### src/rtl/lap_timer_pkg.sv
// Shared types and constants for the lap timer: state encoding and time-field widths.
package lap_timer_pkg;

    localparam int MS_W  = 10;
    localparam int SEC_W = 6;

    localparam logic [MS_W-1:0]  MS_MAX  = 10'd999;
    localparam logic [SEC_W-1:0] SEC_MAX = 6'd59;

    typedef enum logic [1:0] {
        IDLE = 2'd0,
        RUN  = 2'd1,
        HOLD = 2'd2,
        MAX  = 2'd3
    } state_e;

endpackage

### src/rtl/lap_fifo.sv
// Synchronous FIFO for captured lap times; the head entry is presented combinationally (zero when empty).
module lap_fifo #(
    parameter int W     = 8,
    parameter int DEPTH = 4
) (
    input  logic         clk,
    input  logic         rst,
    input  logic         clr,
    input  logic         push,
    input  logic         pop,
    input  logic [W-1:0] wdata,
    output logic [W-1:0] head,
    output logic         valid,
    output logic         full
);

    localparam int AW = $clog2(DEPTH);
    localparam logic [AW:0] FULL_CNT = (AW+1)'(DEPTH);

    logic [W-1:0]  mem_q [DEPTH];
    logic [W-1:0]  mem_d [DEPTH];
    logic [AW-1:0] wr_ptr_q, wr_ptr_d;
    logic [AW-1:0] rd_ptr_q, rd_ptr_d;
    logic [AW:0]   cnt_q, cnt_d;
    logic          do_push, do_pop;

    // A pop frees a slot in the same cycle, so push+pop while full keeps the count.
    assign do_pop  = pop && (cnt_q != '0);
    assign do_push = push && ((cnt_q != FULL_CNT) || do_pop);

    always_comb begin
        mem_d    = mem_q;
        wr_ptr_d = wr_ptr_q;
        rd_ptr_d = rd_ptr_q;
        cnt_d    = cnt_q;
        if (clr) begin
            wr_ptr_d = '0;
            rd_ptr_d = '0;
            cnt_d    = '0;
        end else begin
            if (do_push) begin
                mem_d[wr_ptr_q] = wdata;
                wr_ptr_d        = wr_ptr_q + AW'(1);
            end
            if (do_pop) begin
                rd_ptr_d = rd_ptr_q + AW'(1);
            end
            case ({do_push, do_pop})
                2'b10:   cnt_d = cnt_q + (AW+1)'(1);
                2'b01:   cnt_d = cnt_q - (AW+1)'(1);
                default: cnt_d = cnt_q;
            endcase
        end
    end

    always_ff @(posedge clk) begin
        if (rst) begin
            wr_ptr_q <= '0;
            rd_ptr_q <= '0;
            cnt_q    <= '0;
        end else begin
            wr_ptr_q <= wr_ptr_d;
            rd_ptr_q <= rd_ptr_d;
            cnt_q    <= cnt_d;
        end
    end

    always_ff @(posedge clk) begin
        mem_q <= mem_d;
    end

    assign valid = (cnt_q != '0);
    assign full  = (cnt_q == FULL_CNT);
    assign head  = valid ? mem_q[rd_ptr_q] : '0;

endmodule

### src/rtl/lap_timer.sv
// Stopwatch with ms/sec/min counters, run/hold FSM and a lap capture FIFO.
// Define LAP_TIMER_OVF_WRAP_EN to wrap to zero at maximum time instead of saturating in MAX.
module lap_timer
    import lap_timer_pkg::*;
#(
    parameter int CLK_HZ    = 16000,
    parameter int MIN_W     = 6,
    parameter int LAP_DEPTH = 4
) (
    input  logic             I_CLK,
    input  logic             I_RST,
    input  logic             I_EN,
    input  logic             I_CLR,
    input  logic             I_LAP,
    input  logic             I_LAP_RD,
    output logic [MS_W-1:0]  O_TIMER_MS,
    output logic [SEC_W-1:0] O_TIMER_SEC,
    output logic [MIN_W-1:0] O_TIMER_MIN,
    output logic [MS_W-1:0]  O_LAP_MS,
    output logic [SEC_W-1:0] O_LAP_SEC,
    output logic [MIN_W-1:0] O_LAP_MIN,
    output logic             O_LAP_VALID,
    output logic             O_LAP_FULL,
    output logic             O_OVF,
    output state_e           O_STATE
);

    localparam int PRE_DIV = CLK_HZ / 1000;
    localparam int PRE_W   = (PRE_DIV > 1) ? $clog2(PRE_DIV) : 1;
    localparam logic [PRE_W-1:0] PRE_MAX = PRE_W'(PRE_DIV - 1);
    localparam logic [MIN_W-1:0] MIN_MAX = '1;
    localparam int TIME_W = MS_W + SEC_W + MIN_W;

    state_e           state_q, state_d;
    logic [PRE_W-1:0] pre_q, pre_d;
    logic [MS_W-1:0]  ms_q, ms_d;
    logic [SEC_W-1:0] sec_q, sec_d;
    logic [MIN_W-1:0] min_q, min_d;
    logic             ovf_q, ovf_d;
    logic             count_en, tick, at_max;
    logic             lap_push, lap_pop;
    logic [TIME_W-1:0] lap_head;

    // Counting follows I_EN directly, so the cycle that enters RUN already counts
    // and every enabled cycle advances the prescaler exactly once.
    assign count_en = I_EN && !I_CLR && (state_q != MAX);
    assign tick     = count_en && (pre_q == PRE_MAX);
    assign at_max   = (ms_q == MS_MAX) && (sec_q == SEC_MAX) && (min_q == MIN_MAX);

    always_comb begin
        state_d = state_q;
        pre_d   = pre_q;
        ms_d    = ms_q;
        sec_d   = sec_q;
        min_d   = min_q;
        ovf_d   = ovf_q;
        if (I_CLR) begin
            state_d = IDLE;
            pre_d   = '0;
            ms_d    = '0;
            sec_d   = '0;
            min_d   = '0;
            ovf_d   = 1'b0;
        end else begin
            if (count_en) begin
                pre_d = (pre_q == PRE_MAX) ? '0 : pre_q + PRE_W'(1);
            end
            if (tick) begin
                if (at_max) begin
                    ovf_d = 1'b1;
`ifdef LAP_TIMER_OVF_WRAP_EN
                    ms_d  = '0;
                    sec_d = '0;
                    min_d = '0;
`endif
                end else if (ms_q == MS_MAX) begin
                    ms_d = '0;
                    if (sec_q == SEC_MAX) begin
                        sec_d = '0;
                        min_d = min_q + MIN_W'(1);
                    end else begin
                        sec_d = sec_q + SEC_W'(1);
                    end
                end else begin
                    ms_d = ms_q + MS_W'(1);
                end
            end
            case (state_q)
                IDLE, HOLD, RUN: begin
                    if (I_EN) begin
                        state_d = RUN;
                    end else if (state_q == RUN) begin
                        state_d = HOLD;
                    end
                end
`ifndef LAP_TIMER_OVF_WRAP_EN
                MAX:     state_d = MAX;
`endif
                default: state_d = IDLE;
            endcase
`ifndef LAP_TIMER_OVF_WRAP_EN
            if (tick && at_max) begin
                state_d = MAX;
            end
`endif
        end
    end

    always_ff @(posedge I_CLK) begin
        if (I_RST) begin
            state_q <= IDLE;
            pre_q   <= '0;
            ms_q    <= '0;
            sec_q   <= '0;
            min_q   <= '0;
            ovf_q   <= 1'b0;
        end else begin
            state_q <= state_d;
            pre_q   <= pre_d;
            ms_q    <= ms_d;
            sec_q   <= sec_d;
            min_q   <= min_d;
            ovf_q   <= ovf_d;
        end
    end

    // Lap pulses: a push captures the time shown before the edge; a pop on an
    // empty buffer or a push on a full one without a pop has no effect.
    assign lap_push = I_LAP && !I_CLR && (state_q != IDLE);
    assign lap_pop  = I_LAP_RD && !I_CLR;

    lap_fifo #(
        .W     (TIME_W),
        .DEPTH (LAP_DEPTH)
    ) u_lap_fifo (
        .clk   (I_CLK),
        .rst   (I_RST),
        .clr   (I_CLR),
        .push  (lap_push),
        .pop   (lap_pop),
        .wdata ({min_q, sec_q, ms_q}),
        .head  (lap_head),
        .valid (O_LAP_VALID),
        .full  (O_LAP_FULL)
    );

    assign O_TIMER_MS  = ms_q;
    assign O_TIMER_SEC = sec_q;
    assign O_TIMER_MIN = min_q;
    assign O_LAP_MS    = lap_head[MS_W-1:0];
    assign O_LAP_SEC   = lap_head[MS_W +: SEC_W];
    assign O_LAP_MIN   = lap_head[MS_W+SEC_W +: MIN_W];
    assign O_OVF       = ovf_q;
    assign O_STATE     = state_q;

endmodule

### config.mk
export PLATFORM = sky130hd
export DESIGN_NAME = lap_timer
export DESIGN_NICKNAME = d
export VERILOG_FILES = /design/src/rtl/lap_timer_pkg.sv /design/src/rtl/lap_fifo.sv /design/src/rtl/lap_timer.sv
export SDC_FILE = /design/constraint.sdc
export NUM_CORES = 1
export LEC_CHECK = 0
export BUFFER_PORTS_ARGS = -buffer_cell sky130_fd_sc_hd__clkbuf_2
export CAP_MARGIN = 20
export CORE_MARGIN = 1
export CORE_UTILIZATION = 49
export CTS_CLUSTER_SIZE = 12
export DETAILED_ROUTE_END_ITERATION = 16
export PLACE_DENSITY = 0.68
export SLEW_MARGIN = 20
export SYNTH_ARGS = -nofsm -noshare
export SYNTH_HDL_FRONTEND = slang
export SYNTH_SLANG_ARGS = --single-unit
### constraint.sdc
create_clock -name I_CLK -period 3.1 [get_ports I_CLK]
set_input_delay 0 -clock I_CLK [delete_from_list [all_inputs] [get_ports I_CLK]]
set_output_delay 0 -clock I_CLK [all_outputs]
set_load 0.1 [all_outputs]
After elaboration in Yosys (flattened, before gate mapping)
Cells that the tools add are included.
Widths: inputs -> output; s select.
{"block": "classes", "n_addsub": 8, "n_lt_le_gt_ge": 3, "n_eq_ne": 13, "n_mux": 15, "bitwise": 4, "reduce_logical": 25}
{"operator": "$bwmux 88", "n": 1}
{"operator": "$mux 22", "n": 4}
{"operator": "$bmux 22 s2", "n": 1}
{"operator": "$demux 22 s2", "n": 1}
{"operator": "$add 6x1->6 const B", "n": 2}
{"operator": "$eq 6x6->1 const B", "n": 2}
{"operator": "$logic_and 1x1->1", "n": 12}
{"operator": "$add 10x1->10 const B", "n": 1}
{"operator": "$eq 10x10->1 const B", "n": 1}
{"operator": "$mux 10", "n": 1}
{"operator": "$eq 2x2->1 const B", "n": 3}
{"operator": "$ge 3x3->1 const B", "n": 2}
{"operator": "$mux 2", "n": 3}
{"operator": "$mux 6", "n": 1}
{"operator": "$not 2->3", "n": 2}
{"operator": "$pmux 3 s2", "n": 1}
{"operator": "$reduce_and 2->1", "n": 3}
{"operator": "$add 2x1->2 const B", "n": 2}
{"operator": "$add 4x1->4 const B", "n": 1}
{"operator": "$eq 2x1->1 const B", "n": 2}
{"operator": "$eq 4x4->1 const B", "n": 1}
{"operator": "$mux 4", "n": 1}
{"operator": "$ne 4x4->1 const B", "n": 1}
{"operator": "$pmux 2 s2", "n": 1}
{"operator": "16 further kinds", "n": 18}
{"block": "word_totals", "reg_bits": 124, "in_bits": 6, "wordCells": 81}

Longest topological paths before layout
Gate-level depths: netlist (run 1).
{"block": "logic_depth", "word_depth": 7, "ltp_mapped": 8}

Cells and area by module
From an unflattened synthesis (run 1), not the netlist that was laid out.
{"block": "unflattened", "cells_unflattened": 386, "area_unflattened_um2": 5420.2}
{"mod": "lap_fifo", "instances": 1, "cells_each": 191, "area_each_um2": 3803.6, "seq_area_each_um2": 2782.7}
{"mod": "lap_timer", "instances": 1, "cells_each": 195, "area_each_um2": 1616.6, "seq_area_each_um2": 580.6}

Worst setup path after synthesis (run 1)
OpenSTA, ideal clock, no wires.
{"block": "synth_path", "kind": "reg2reg", "startpoint": "register u_lap_fifo.cnt_q[0]", "endpoint": "register u_lap_fifo.cnt_q[0]", "arrival_ns": 3.394, "path_slack_ns": -0.366, "stages_incl_launch_ff": 5, "path_cell_list": "dfxtp_1 > nor3b_1 > nor3_1 > o21ai_0 > mux2i_1"}
{"block": "synth_via", "elab_chain_cells": 6, "word_cells_on_any_way": 11, "cone_classes": "add/sub (2); eq/ne (3); mux (1); reduce/logical (5)"}
{"item": "start, declared", "line_no": "lap_fifo.sv:24", "source": "logic [AW:0] cnt_q, cnt_d;"}
{"item": "start signal, assigned", "line_no": "lap_fifo.sv:64", "source": "cnt_q <= cnt_d;"}
{"item": "$reduce_bool 3->1", "line_no": "lap_fifo.sv:28", "source": "assign do_pop = pop && (cnt_q != '0);"}
{"item": "$logic_and 1x1->1", "line_no": "lap_fifo.sv:28"}
{"item": "$logic_or 1x1->1", "line_no": "lap_fifo.sv:29", "source": "assign do_push = push && ((cnt_q != FULL_CNT) || do_pop);"}
{"item": "$logic_and 1x1->1", "line_no": "lap_fifo.sv:29"}
{"item": "$eq 2x1->1 / $eq 2x2->1 (equally long branches)", "line_no": "lap_fifo.sv:48", "source": "case ({do_push, do_pop})"}
{"item": "$pmux 3 s2 / $reduce_bool 2->1 (equally long branches)"}
Parallel ways exist; a longest one is shown, timed or not.
A chain may end at the register's enable or synchronous reset.

Worst setup path in the final report (run 1)
{"block": "layout_path", "startpoint": "register ms_q[0] (netlist: O_TIMER_MS[0])", "endpoint": "register ms_q[2] (netlist: O_TIMER_MS[2])"}
{"block": "layout_via", "elab_chain_cells": 5, "word_cells_on_any_way": 7, "cone_classes": "add/sub (1); eq/ne (1); mux (1); bitwise (1); reduce/logical (3)"}
{"item": "start, declared", "line_no": "lap_timer.sv:36", "source": "logic [MS_W-1:0] ms_q, ms_d;"}
{"item": "start signal, assigned", "line_no": "lap_timer.sv:120", "source": "ms_q <= ms_d;"}
{"item": "branches (longest 5 deep; another with $add 10x1->10)"}
Several ways; the timed one is not identified.

==> flow_metrics.env, run 1 <==
export IMPL_drtIter0Drc=252
export IMPL_cts_setup_buffers=0
export IMPL_ys_top_cells_by_area="edfxtp_1, dfxtp_1, mux4_2, and2_1, ha_1"
export IMPL_antenna_found_initial=0
export IMPL_ioPinCount=55
export IMPL_utilization_pct=62.3
export IMPL_firstDrtPassIters=4
export IMPL_vias=3506
export IMPL_port_buffers=54
export IMPL_hold_end="u_lap_fifo.wr_ptr_q[1]"
export IMPL_grt_overflow=0
export IMPL_cts_resized=0
export IMPL_insertion_delay_ps=510
export IMPL_layout_drive_gt1_share_pct=27.3
export IMPL_synth_edf_count=88
export IMPL_grt_setup_unrepaired="false"
export IMPL_die_x_um=107
export IMPL_synth_avg_cell_area_sq_um=14.2
export IMPL_dominantRegCellSynth="edfxtp_1"
export IMPL_reg2reg_slack_ps=530
export IMPL_skew_ps=8.11
export IMPL_routed_wirelength_um=11300
export IMPL_slowest_stage="or4b_1"
export IMPL_fmax_mhz=389
export IMPL_drtAntennaViolNets=0
export IMPL_vdd_drop_max_mv=0.307
export IMPL_hpwl_um=6800
export IMPL_worst_setup_path_start_kind="flop"
export IMPL_cts_root_buf="clkbuf_8"
export IMPL_setup_slack_ps=527
export IMPL_synth_nets=394
export IMPL_r2r_start="O_TIMER_MS[0]"
export IMPL_arrival_ps=2970
export IMPL_crit_required_ps=3500
export IMPL_dieArea_sq_um=11400
export IMPL_r2r_cells=5
export IMPL_netlist_area_leader_share_pct=49.2
export IMPL_path_max_fanout=19
export IMPL_fin_crit_sh_pct=83.0
export IMPL_period_minus_slack_ps=2570
export IMPL_insertedDiodeCount=0
export IMPL_yosysTopAreaCell="edfxtp_1"
export IMPL_crit_chain="ha_1 > nand4b_1 > or4b_1 > o311a_1 > mux2_1"
export IMPL_ys_types=55
export IMPL_final_cells=601
export IMPL_dp_slack_ps=575
export IMPL_start_util_pct=51.3
export IMPL_cts_tree="yes"
export IMPL_cts_sinks=124
export IMPL_grt_max_degree=25
export IMPL_cp_end_kind="flop"
export IMPL_min_path_type="in2reg"
export IMPL_vias_per_cell=5.83
export IMPL_cts_buffers=17
export IMPL_cp_slowest_stage_delay_ps=820
export IMPL_rr_endpoint="O_TIMER_MS[2]"
export IMPL_cp_startpoint="O_TIMER_MS[0]"
export IMPL_route_detailed_drc=0
export IMPL_hold_violations=0
export IMPL_synthTopCellsByCount="edfxtp_1, dfxtp_1, and2_1"
export IMPL_setup_viol_count_final=0
export IMPL_synth_cells=379
export IMPL_rows=37
export IMPL_stdcell_area_sq_um=6520
export IMPL_placed_cell_area_sq_um=5840
export IMPL_synth_most_common_cell="edfxtp_1"
export IMPL_setup_worst_path_class="reg2reg"
export IMPL_grt_pass1_wl_um=18400
export IMPL_cts_hold_fix_buffers=5
export IMPL_yosysSeqAreaShare_pct=62.6
export IMPL_synth_seq_cells=124
export IMPL_holdPathStages=5
export IMPL_area_delta_synth_final_pct=21.3
export IMPL_slew_headroom_pct=36.2
export IMPL_ys_warn_count=0
export IMPL_synthArstFlopShare_pct=0
export IMPL_core_sq_um=10500
export IMPL_tightest_slew_ps=954
export IMPL_p_leak_nw=2.42
export IMPL_clk_pin_slew_ps=60
export IMPL_die_h_um=107
export IMPL_cts_buffer_depth=2
export IMPL_finalMaxSlewViolations=0
export IMPL_netlist_area_sq_um=5370
export IMPL_cellPowerDensity_nw_per_um2=596
export IMPL_grt_pass1_vias=3528
export IMPL_gp_congestion=0.781
export IMPL_dp_cells=564
export IMPL_grt_usage_pct=21.7
export IMPL_cts_htree_levels=4
export IMPL_layout_nets=467
export IMPL_routedWlPerCell_um=18.7
export IMPL_fin_tns_setup_ps=0
export IMPL_cap_violations=0
export IMPL_outcome="finished, final reports clean"
export IMPL_min_from="I_LAP"
==> final cells by class <==
type	count	area (sq um)
clock buffer	18	418
clock inverter	14	204
fill	817	3950
inverter	8	30.0
multi-input combinational	230	1920
sequential	124	3360
tap	136	170
timing repair buffer	71	410
==> logic make-up after synthesis <==
family / after synthesis / synth area share, %
AOI/OAI and AO/OA: 57 / 7.31
xor gates and xnor gates: 5 / 0.815
adders and majority gates: 10 / 2.42
buffers and inverters: 25 / 1.86
DFF: 124 / 62.6
muxes: 33 / 11.3
and+or+nand+nor: 125 / 13.7
==> layout by cell type (no fill, tap or decap), drive strengths merged, types with 8 or more instances in the layout <==
cell type,n
clkbuf,72
nand2,16
inv,14
buf,12
and2,29
dfxtp,36
mux4,22
edfxtp,88
o31ai,9
mux2i,10
ha,8
nor2,12
nand4,8
a21oi,16
nand3,12
==> worst max-delay path: cells and delay by family (launching register included) <==
kind,cells,cell delay [ps]
compound gates,1,420
simple gates,2,970
flops,1,480
mux,1,310
fa+ha+maj,1,280
==> layer usage <==
metal | up-vias | track usage (%) | routed length, um
met5 | - | 0 | 0
li1 | 1651 | - | -
met2 | 118 | 34.6 | 5540
met3 | 16 | 5.71 | 604
met4 | 0 | 8.90 | 187
met1 | 1721 | 28.4 | 4930
==> stage by stage <==
| step | total power [mW] | hold WS (ps) |
|---|---|---|
| floorplan | 1.84 | 117 |
| global route | 3.98 | 213 |
| CTS | 3.91 | 110 |
| global placement | 1.85 | 248 |
| detailed placement | 1.85 | 268 |
| finish | 3.88 | 136 |
==> where the power goes <==
group	leakage [nW]	internal (mW)	total, mW	switching, mW
Combinational	0.922	0.0210	0.0646	0.0436
Sequential	1.21	1.76	1.76	0.00269
Clock	0.294	1.32	2.06	0.738
Total	2.42	3.10	3.88	0.784
==> registers in the layout, indices dropped and copies added (netlist names) <==
name	count
u_lap_fifo.cnt_q	3
u_lap_fifo.wr_ptr_q	2
O_STATE	2
O_OVF	1
pre_q	4
O_TIMER_SEC	6
u_lap_fifo.rd_ptr_q	2
O_TIMER_MS	10
u_lap_fifo.mem_q	88
O_TIMER_MIN	6
==> worst max path at each step <==
stage | endpoint | depth (start not counted)
finish | O_TIMER_MS[2] | 5
global placement | O_TIMER_MS[2] | 5
detailed placement | O_TIMER_MS[2] | 5
floorplan | O_TIMER_MS[2] | 6
CTS | O_TIMER_MS[2] | 5
global route | O_TIMER_MS[6] | 5
(Power assumes the default switching activity.)
==> run 2: changes to the inputs <==
==> constraint.sdc (replaced) <==
create_clock -name I_CLK -period 2.41 [get_ports I_CLK]
set_input_delay 0 -clock I_CLK [delete_from_list [all_inputs] [get_ports I_CLK]]
set_output_delay 0 -clock I_CLK [all_outputs]
set_load 0.1 [all_outputs]
==> flow_metrics.env, run 2 (synthesis gave the netlist of run 1 again) <==
export IMPL_outcome="finished, final reports clean"
export IMPL_routedWlPerCell_um=18.7
export IMPL_grt_usage_pct=22.0
export IMPL_setup_viol_count_final=0
export IMPL_start_util_pct=51.3
export IMPL_setup_worst_path_class="reg2reg"
export IMPL_grt_overflow=0
export IMPL_worst_setup_path_start_kind="flop"
export IMPL_ioPinCount=55
export IMPL_die_x_um=107
export IMPL_hold_violations=0
export IMPL_cts_tree="yes"
export IMPL_stdcell_area_sq_um=6930
export IMPL_cts_sinks=124
export IMPL_p_comb_share_pct=1.9
export IMPL_fin_crit_sh_pct=91.7
export IMPL_r2r_cells=6
export IMPL_cp_end_kind="flop"
export IMPL_core_sq_um=10500
export IMPL_slowest_stage="or4b_1"
export IMPL_port_buffers=54
export IMPL_drtAntennaViolNets=0
export IMPL_routed_wirelength_um=11300
export IMPL_cp_startpoint="O_TIMER_MS[0]"
export IMPL_vias_per_cell=5.91
export IMPL_period_minus_slack_ps=2210
export IMPL_path_max_fanout=19
export IMPL_layout_nets=473
export IMPL_largest_reg_flops=88
export IMPL_slew_headroom_pct=57.7
export IMPL_layout_common_cells="edfxtp_1, clkbuf_2, and2_1, buf_12, mux4_2"
export IMPL_cts_root_buf="clkbuf_8"
export IMPL_finalMaxSlewViolations=0
export IMPL_grt_setup_unrepaired="false"
export IMPL_route_detailed_drc=0
export IMPL_rows=37
export IMPL_insertion_delay_ps=510
export IMPL_regMostFlops="u_lap_fifo.mem_q"
export IMPL_vdd_drop_max_mv=0.444
export IMPL_grt_max_degree=25
export IMPL_cap_violations=0
export IMPL_min_from="I_LAP"
export IMPL_vias=3589
export IMPL_fin_tns_setup_ps=0
export IMPL_firstDrtPassIters=5
export IMPL_gp_congestion=0.832
export IMPL_cts_buffer_depth=2
export IMPL_holdPathStages=5
export IMPL_area_delta_synth_final_pct=29.1
export IMPL_power_mw=4.79
export IMPL_crit_required_ps=2800
export IMPL_tightest_slew_ps=628
export IMPL_clockPowerShare_pct=50.9
export IMPL_cellPowerDensity_nw_per_um2=691
export IMPL_min_path_type="in2reg"
export IMPL_drtIter0Drc=239
export IMPL_grt_pass1_vias=3660
export IMPL_die_h_um=107
export IMPL_layout_drive_gt1_share_pct=32.9
export IMPL_dieArea_sq_um=11400
export IMPL_crit_chain="ha_1 > nand4b_1 > or4b_1 > buf_4 > o311a_1 > mux2_1"
export IMPL_p_leak_nw=2.47
export IMPL_insertedDiodeCount=0
export IMPL_cts_htree_levels=4
export IMPL_arrival_ps=2600
export IMPL_seq_power_share_pct=47.1
export IMPL_cp_slowest_stage_delay_ps=490
export IMPL_clk_pin_slew_ps=60
export IMPL_switching_share_pct=21.2
export IMPL_fmax_mhz=453
export IMPL_grt_pass1_wl_um=18700
export IMPL_antenna_found_initial=0
export IMPL_cts_setup_buffers=0
export IMPL_layout_commonest_cell="edfxtp_1"
export IMPL_placed_cell_area_sq_um=6310
export IMPL_p_sw_mw=1.02
export IMPL_hpwl_um=7070
export IMPL_internal_power_mw=3.78
export IMPL_cts_buffers=17
export IMPL_cts_resized=0
export IMPL_skew_ps=6.64
export IMPL_r2r_start="O_TIMER_MS[0]"
[run 2: cell count changes in the layout (fill, tap and decap cells not counted), sizes merged]
cell	before	now
buf	12	40
clkbuf	72	49
clkinv	1	5
bufinv	4	2
inv	14	13
[run 2: power by group through the flow]
stage                     sequential (mW)  combinational [mW]  clock, mW
final                                2.26              0.0919       2.44
after global routing                 2.26              0.0998       2.58
after CTS                            2.26              0.0923       2.47
after detailed placement             2.30              0.0857          0
after global placement               2.30              0.0851          0
after floorplan                      2.31              0.0508          0
[run 2: critical path: cells and delay by family (launching register included)]
family | cells | cell delay, ps
AOI/OAI and AO/OA | 1 | 310
adders and majority gates | 1 | 220
muxes | 1 | 300
DFF | 1 | 390
buffers and inverters | 1 | 210
and+or+nand+nor | 2 | 660
[run 2: layer usage]
metal	part of all wire, %	GRT usage, %	up-vias
met3	4.6	5.84	17
met5	0	0	-
li1	-	-	1667
met4	1.9	8.41	0
met2	50	35.3	97
met1	43	28.6	1808
[run 2: cell type report]
type | instances | area [sq um]
clock buffer | 17 | 414
clock inverter | 15 | 164
fill | 756 | 3530
inverter | 8 | 30.0
multi-input combinational | 230 | 1920
sequential | 124 | 3400
tap | 136 | 170
timing repair buffer | 77 | 836
[run 2: metrics by stage]
step / utilization (%) / cells / hold slack, ps / setup WS [ps]
2_1_floorplan: - / 379 / 117 / 8.15
3_3_place_gp: 60.3 / 570 / 249 / 267
3_5_place_dp: 60.3 / 570 / 255 / 228
4_1_cts: 66.3 / 607 / 100 / 224
5_1_grt: 66.3 / 607 / 174 / 30.3
6_report: 66.3 / 607 / 98.8 / 201
[run 2: worst paths after layout]
kind | to | slack, ps
worst max-delay path | O_TIMER_MS[2] | 200
worst min register to register | u_lap_fifo.mem_q[33] | 500
worst min-delay path | u_lap_fifo.wr_ptr_q[1] | 100
worst max register to register | O_TIMER_MS[2] | 200
[run 2: what timing repair did]
item                                    4_1_cts  5_1_grt
hold endpoints to repair                     15        0
endpoints found under the setup margin        0        0
hold buffers                                  5        0
